==> src/rtl/turn_scheduler.sv <==
// turn_scheduler: sequences one tic-tac-toe game (turn order, move grant, winner check, CPU/auto placement).
// Optional feature macro TURN_TIMEOUT_EN enables the per-turn timer and timeout auto-placement.
module turn_scheduler #(
   parameter int unsigned TURN_CYCLES = 500,
   parameter int unsigned CNT_W       = 10
) (
   input  logic       clk_i,
   input  logic       rst_ni,
   input  logic       start_i,
   input  logic       first_p2_i,
   input  logic       two_player_i,
   input  logic       p1_req_i,
   input  logic       p2_req_i,
   input  logic [1:0] p1_row_i,
   input  logic [1:0] p1_col_i,
   input  logic [1:0] p2_row_i,
   input  logic [1:0] p2_col_i,
   input  logic [3:0] rand_idx_i,
   input  logic [8:0] cell_busy_i,
   input  logic [1:0] winner_i,
   output logic       wr_en_o,
   output logic [1:0] wr_row_o,
   output logic [1:0] wr_col_o,
   output logic [1:0] wr_player_o,
   output logic       check_en_o,
   output logic [1:0] current_player_o,
   output logic       timeout_o,
   output logic       illegal_o,
   output logic [3:0] turn_count_o,
   output logic [3:0] state_o
);

   if ((64'd1 << CNT_W) <= 64'(TURN_CYCLES)) begin : g_bad_cnt_w
      $error("CNT_W too narrow to count TURN_CYCLES");
   end

   typedef enum logic [3:0] {
      S_IDLE  = 4'd0,
      S_P1    = 4'd1,
      S_P2    = 4'd2,
      S_SCAN  = 4'd4,
      S_WRITE = 4'd5,
      S_CHECK = 4'd6,
      S_EVAL  = 4'd7,
      S_OVER  = 4'd8
   } state_e;

   state_e     state_q, state_d;
   logic [1:0] cur_q, cur_d;
   logic [3:0] cnt_q, cnt_d;
   logic       two_q, two_d;
   logic [3:0] idx_q, idx_d;
   logic [3:0] scnt_q, scnt_d;
   logic       wr_en_q, wr_en_d;
   logic [1:0] wr_row_q, wr_row_d;
   logic [1:0] wr_col_q, wr_col_d;
   logic [1:0] wr_player_q, wr_player_d;
   logic       check_en_q, check_en_d;
   logic       timeout_q, timeout_d;
   logic       illegal_q, illegal_d;

   logic       in_turn_c, req_c, legal_c, expired_c;
   logic [1:0] req_row_c, req_col_c;
   logic [3:0] req_idx_c;

   function automatic logic [3:0] cell_idx(input logic [1:0] row, input logic [1:0] col);
      return 4'(({2'b00, row} - 4'd1) * 4'd3) + ({2'b00, col} - 4'd1);
   endfunction

   // Only the player whose turn it is gets a say
   assign in_turn_c = (state_q == S_P1) || (state_q == S_P2);
   assign req_c     = (state_q == S_P1) ? p1_req_i : ((state_q == S_P2) ? p2_req_i : 1'b0);
   assign req_row_c = (state_q == S_P2) ? p2_row_i : p1_row_i;
   assign req_col_c = (state_q == S_P2) ? p2_col_i : p1_col_i;
   assign req_idx_c = cell_idx(req_row_c, req_col_c);
   assign legal_c   = req_c && (req_row_c != 2'd0) && (req_col_c != 2'd0) && !cell_busy_i[req_idx_c];

`ifdef TURN_TIMEOUT_EN
   logic [CNT_W-1:0] timer_q;

   // Restarts on every turn entry; an illegal request does not reset it
   always_ff @(posedge clk_i or negedge rst_ni) begin
      if (!rst_ni) begin
         timer_q <= '0;
      end else if (in_turn_c && (state_d == state_q)) begin
         timer_q <= timer_q + CNT_W'(1);
      end else begin
         timer_q <= '0;
      end
   end

   assign expired_c = in_turn_c && (timer_q == CNT_W'(TURN_CYCLES - 1));
`else
   assign expired_c = 1'b0;
`endif

   always_comb begin
      state_d     = state_q;
      cur_d       = cur_q;
      cnt_d       = cnt_q;
      two_d       = two_q;
      idx_d       = (state_q == S_SCAN) ? idx_q : 4'(rand_idx_i % 4'd9);
      scnt_d      = '0;
      wr_en_d     = 1'b0;
      wr_row_d    = '0;
      wr_col_d    = '0;
      wr_player_d = '0;
      check_en_d  = 1'b0;
      timeout_d   = 1'b0;
      illegal_d   = 1'b0;

      case (state_q)
         S_IDLE, S_OVER: begin
            if (start_i) begin
               two_d = two_player_i;
               cnt_d = '0;
               if (first_p2_i) begin
                  cur_d   = 2'd2;
                  state_d = two_player_i ? S_P2 : S_SCAN;
               end else begin
                  cur_d   = 2'd1;
                  state_d = S_P1;
               end
            end
         end
         S_P1, S_P2: begin
            if (legal_c) begin
               state_d     = S_WRITE;
               wr_en_d     = 1'b1;
               wr_row_d    = req_row_c;
               wr_col_d    = req_col_c;
               wr_player_d = cur_q;
            end else begin
               illegal_d = req_c;
               if (expired_c) begin
                  timeout_d = 1'b1;
                  state_d   = S_SCAN;
               end
            end
         end
         // One cell per cycle from the seed, wrapping 8->0; nine busy cells means a full board
         S_SCAN: begin
            if (!cell_busy_i[idx_q]) begin
               state_d     = S_WRITE;
               wr_en_d     = 1'b1;
               wr_row_d    = 2'(idx_q / 4'd3) + 2'd1;
               wr_col_d    = 2'(idx_q % 4'd3) + 2'd1;
               wr_player_d = cur_q;
            end else if (scnt_q == 4'd8) begin
               state_d = S_OVER;
            end else begin
               idx_d  = (idx_q == 4'd8) ? 4'd0 : idx_q + 4'd1;
               scnt_d = scnt_q + 4'd1;
            end
         end
         S_WRITE: begin
            cnt_d      = cnt_q + 4'd1;
            check_en_d = 1'b1;
            state_d    = S_CHECK;
         end
         S_CHECK: begin
            state_d = S_EVAL;
         end
         S_EVAL: begin
            if ((winner_i != 2'd0) || (cnt_q == 4'd9)) begin
               state_d = S_OVER;
            end else if (cur_q == 2'd1) begin
               cur_d   = 2'd2;
               state_d = two_q ? S_P2 : S_SCAN;
            end else begin
               cur_d   = 2'd1;
               state_d = S_P1;
            end
         end
         default: begin
            state_d = S_IDLE;
         end
      endcase
   end

   always_ff @(posedge clk_i or negedge rst_ni) begin
      if (!rst_ni) begin
         state_q     <= S_IDLE;
         cur_q       <= '0;
         cnt_q       <= '0;
         two_q       <= 1'b0;
         idx_q       <= '0;
         scnt_q      <= '0;
         wr_en_q     <= 1'b0;
         wr_row_q    <= '0;
         wr_col_q    <= '0;
         wr_player_q <= '0;
         check_en_q  <= 1'b0;
         timeout_q   <= 1'b0;
         illegal_q   <= 1'b0;
      end else begin
         state_q     <= state_d;
         cur_q       <= cur_d;
         cnt_q       <= cnt_d;
         two_q       <= two_d;
         idx_q       <= idx_d;
         scnt_q      <= scnt_d;
         wr_en_q     <= wr_en_d;
         wr_row_q    <= wr_row_d;
         wr_col_q    <= wr_col_d;
         wr_player_q <= wr_player_d;
         check_en_q  <= check_en_d;
         timeout_q   <= timeout_d;
         illegal_q   <= illegal_d;
      end
   end

   assign wr_en_o          = wr_en_q;
   assign wr_row_o         = wr_row_q;
   assign wr_col_o         = wr_col_q;
   assign wr_player_o      = wr_player_q;
   assign check_en_o       = check_en_q;
   assign current_player_o = cur_q;
   assign timeout_o        = timeout_q;
   assign illegal_o        = illegal_q;
   assign turn_count_o     = cnt_q;
   assign state_o          = 4'(state_q);

endmodule

==> config.mk <==
export PLATFORM = sky130hd
export DESIGN_NAME = turn_scheduler
export DESIGN_NICKNAME = d
export VERILOG_FILES = /design/src/rtl/turn_scheduler.sv
export SDC_FILE = /design/constraint.sdc
export NUM_CORES = 1
export LEC_CHECK = 0
export ABC_AREA = 1
export ABC_CLOCK_PERIOD_IN_PS = 8750
export CAP_MARGIN = 0
export CORE_MARGIN = 2
export CORE_UTILIZATION = 54
export CTS_CLUSTER_DIAMETER = 80
export CTS_CLUSTER_SIZE = 16
export DETAILED_ROUTE_END_ITERATION = 12
export MAX_ROUTING_LAYER = met4
export PLACE_DENSITY = 0.94
export SLEW_MARGIN = 25
export SYNTH_ARGS = -nofsm -noshare
export SYNTH_HDL_FRONTEND = slang
export SYNTH_SLANG_ARGS = --single-unit
==> constraint.sdc <==
create_clock -name clk_i -period 8.75 [get_ports clk_i]
set_input_delay 1.3125 -clock clk_i [delete_from_list [all_inputs] [get_ports clk_i]]
set_output_delay 1.3125 -clock clk_i [all_outputs]
set_load 0.05 [all_outputs]
==> impl_metrics.env <==
export IMPL_min_period_ns=3.83
export IMPL_cp_top_family="adder cells"
export IMPL_max_stage_delay_ns=0.41
export IMPL_viasPerCell=5.21
export IMPL_antenna_found_initial=0
export IMPL_fp_dieH_um=67.0
export IMPL_drive_gt1_frac=0.0831
export IMPL_nets=387
export IMPL_start_util=0.572
export IMPL_hold_violations=0
export IMPL_die_area_um2=4480
export IMPL_path_cells="clkdlybuf4s50_1, mux2i_1, ha_1, xor2_1, ha_1, inv_1, fa_1, xnor2_1, inv_1, nand2_2, nand2_1, nand2_2, nand3_4, nand2_4, nand2_2, nand2_1, nand2_1"
export IMPL_maxSlewViolCount=0
export IMPL_end_kind="flip-flop"
export IMPL_crit_buf_inv=3
export IMPL_period_share=0.438
export IMPL_drt_wirelength_per_cell_um=11.5
export IMPL_grt_pass1_wl_mm=7.78
export IMPL_r2r_slack_ns=5.56
export IMPL_routed_wirelength_mm=4.43
export IMPL_port_buffers=48
export IMPL_finalInstanceArea_um2=2710
export IMPL_critPathKind="in2reg"
export IMPL_power_leakage_nw=1.36
export IMPL_die_width_um=67.0
export IMPL_grt_usage=0.227
export IMPL_worstReg2RegStart="state_o[0]"
export IMPL_syn_instance_count=288
export IMPL_cp_max_fo=6
export IMPL_cpMaxStageDelayCell="clkdlybuf4s50_1"
export IMPL_yosysWarningCount=0
export IMPL_status="finished, final reports clean"
export IMPL_dp_final_hpwl_mm=3.58
export IMPL_worstPathArrival_ns=4.00
export IMPL_post_cts_resized=0
export IMPL_gp_congestion=0.813
export IMPL_setup_viol=0
export IMPL_timing_critical_path_to="state_o[0]"
export IMPL_required_ns=8.92
export IMPL_syn2layout_area_growth_pct=26.7
export IMPL_clock_latency_ns=0.27
export IMPL_reg2regPathDepth=18
export IMPL_maxCapViolCount=0
export IMPL_yosysUniqueCellTypes=32
export IMPL_drt_iter0_drc=103
export IMPL_fin_worst_skew_ns=0.00712
export IMPL_startpoint="p1_col_i[0]"
export IMPL_place_area_um2=2670
export IMPL_post_cts_setup_buffers=0
export IMPL_cts_root_buffer="clkbuf_8"
export IMPL_grt_max_degree=29
export IMPL_hold_class="reg2reg"
export IMPL_synth_nets=336
export IMPL_power_density_nw_per_um2=335
export IMPL_gr_total_overflow=0
export IMPL_path_depth=17
export IMPL_cts_buffer_depth=2
export IMPL_core_area_um2=3740
export IMPL_cts_tree="done"
export IMPL_critPathLaunchType="input pin"
export IMPL_seq_area_frac_synth=0.327
export IMPL_ir_worst_vdd_uv=161
export IMPL_ys_ff_latch=28
export IMPL_drc_errors=0
export IMPL_cts_sinks=28
export IMPL_maxSlewHeadroom=0.661
export IMPL_row_count=22
export IMPL_worst_r2r_endpoint="state_o[0]"
export IMPL_grt_pass1_vias=1906
export IMPL_layout_common_cells="53 x nand2_1, 48 x clkdlybuf4s50_1, 42 x inv_1"
export IMPL_vias=2007
export IMPL_syn_avg_cell_area_um2=7.43
export IMPL_diodes=0
export IMPL_final_antenna_net_count=0
export IMPL_max_slew_worst_pin_slew_ns=0.507
export IMPL_clk_pin_slew_ns=0.09
export IMPL_first_pass_iters=4
export IMPL_rsz0062_at_grt="no"
export IMPL_netlist_area_um2=2140
export IMPL_timing_fmax_mhz=261
export IMPL_h_tree_depth=1
export IMPL_final_common_cell="nand2_1"
export IMPL_tns_ns=0
export IMPL_cts_hold_fix_buffers=0
export IMPL_ioPinCount=50
export IMPL_numCtsBuffers=3
==> cell families after synthesis <==
kind of cell,share of synthesized area
AO/OA/AOI/OAI,0.0988
XOR/XNOR,0.0450
adder cells (fa/ha/maj),0.109
buffers and inverters,0.0906
flip-flops,0.327
multiplexers,0.00935
other,0.00175
AND/OR/NAND/NOR,0.319
==> flip-flops by register name, summed over array words and instances, names as in the netlist <==
| register | count |
|---|---|
| idx_q | 4 |
| scnt_q | 4 |
| state_o | 4 |
| turn_count_o | 4 |
| current_player_o | 2 |
| wr_col_o | 2 |
| wr_player_o | 2 |
| wr_row_o | 2 |
| check_en_o | 1 |
| illegal_o | 1 |
| two_q | 1 |
| wr_en_o | 1 |
==> layout make-up <==
cell class	count	area [µm²]
Inverter	47	176
Fill cell	297	1030
Clock buffer	3	41.3
Tap cell	48	60.1
Multi-Input combinational cell	210	1250
Sequential cell	28	701
Timing Repair Buffer	49	488
==> per-layer routing <==
| metal | share of wire | wire, µm | up-vias | track usage |
|---|---|---|---|---|
| met5 | 0 | 0 | - | - |
| met4 | 0.013 | 59 | 0 | 0.0536 |
| met3 | 0.037 | 165 | 7 | 0.0338 |
| met2 | 0.49 | 2180 | 45 | 0.411 |
| met1 | 0.46 | 2020 | 920 | 0.263 |
| li1 | - | - | 1035 | - |
==> cells in the mapped netlist <==
library cell  count  area share
nand2_1          53       0.093
inv_1            42       0.074
nor2_1           30       0.053
dfrtp_1          28        0.33
nand3_1          27       0.063
ha_1             17       0.099
a21oi_1          10       0.023
o21ai_0          10       0.023
nand2_2           8       0.023
xor2_1            8       0.033
inv_2             5      0.0088
nor3_1            5       0.012
o22ai_1           5       0.015
nand4_1           4       0.012
o211ai_1          4       0.014
o21ai_1           4      0.0094
nand3b_1          3       0.011
nor2_4            3       0.016
xnor2_1           3       0.012
buf_2             2      0.0047
mux2i_1           2      0.0094
nand2_4           2       0.011
nand3_2           2      0.0094
nor2_2            2      0.0058
o21a_1            2      0.0070
a211oi_1          1      0.0035
buf_4             1      0.0035
conb_1            1      0.0018
fa_1              1      0.0094
nand3_4           1      0.0082
o31ai_1           1      0.0035
or2_2             1      0.0029
==> worst min path at each step <==
stage	start	to	slack (ns)	depth (start not counted)
2_1_floorplan	scnt_q[0]	scnt_q[0]	0.45	1
3_3_place_gp	scnt_q[0]	scnt_q[0]	0.48	1
3_5_place_dp	scnt_q[0]	scnt_q[0]	0.49	1
4_1_cts	scnt_q[0]	scnt_q[0]	0.50	1
5_1_grt	scnt_q[0]	scnt_q[0]	0.54	1
6_report	scnt_q[0]	scnt_q[0]	0.50	1
==> power breakdown <==
group / internal (mW) / switching [mW] / total (mW)
Combinational: 0.221 / 0.400 / 0.621
Clock: 0.0308 / 0.0355 / 0.0663
Sequential: 0.171 / 0.0508 / 0.221
Total: 0.423 / 0.486 / 0.909
==> per-stage QoR <==
| step | utilization | hold slack, ns | total power [mW] | std cells | setup WS, ns |
|---|---|---|---|---|---|
| after floorplan | - | 0.455 | 0.689 | 288 | 5.28 |
| after global placement | 0.714 | 0.478 | 0.819 | 382 | 4.74 |
| after detailed placement | 0.714 | 0.488 | 0.843 | 382 | 4.64 |
| after CTS | 0.725 | 0.500 | 0.912 | 385 | 4.91 |
| after global routing | 0.725 | 0.538 | 1.00 | 385 | 4.68 |
| final | 0.725 | 0.498 | 0.909 | 385 | 4.92 |
Note: power is estimated with default switching activity, not from simulation.
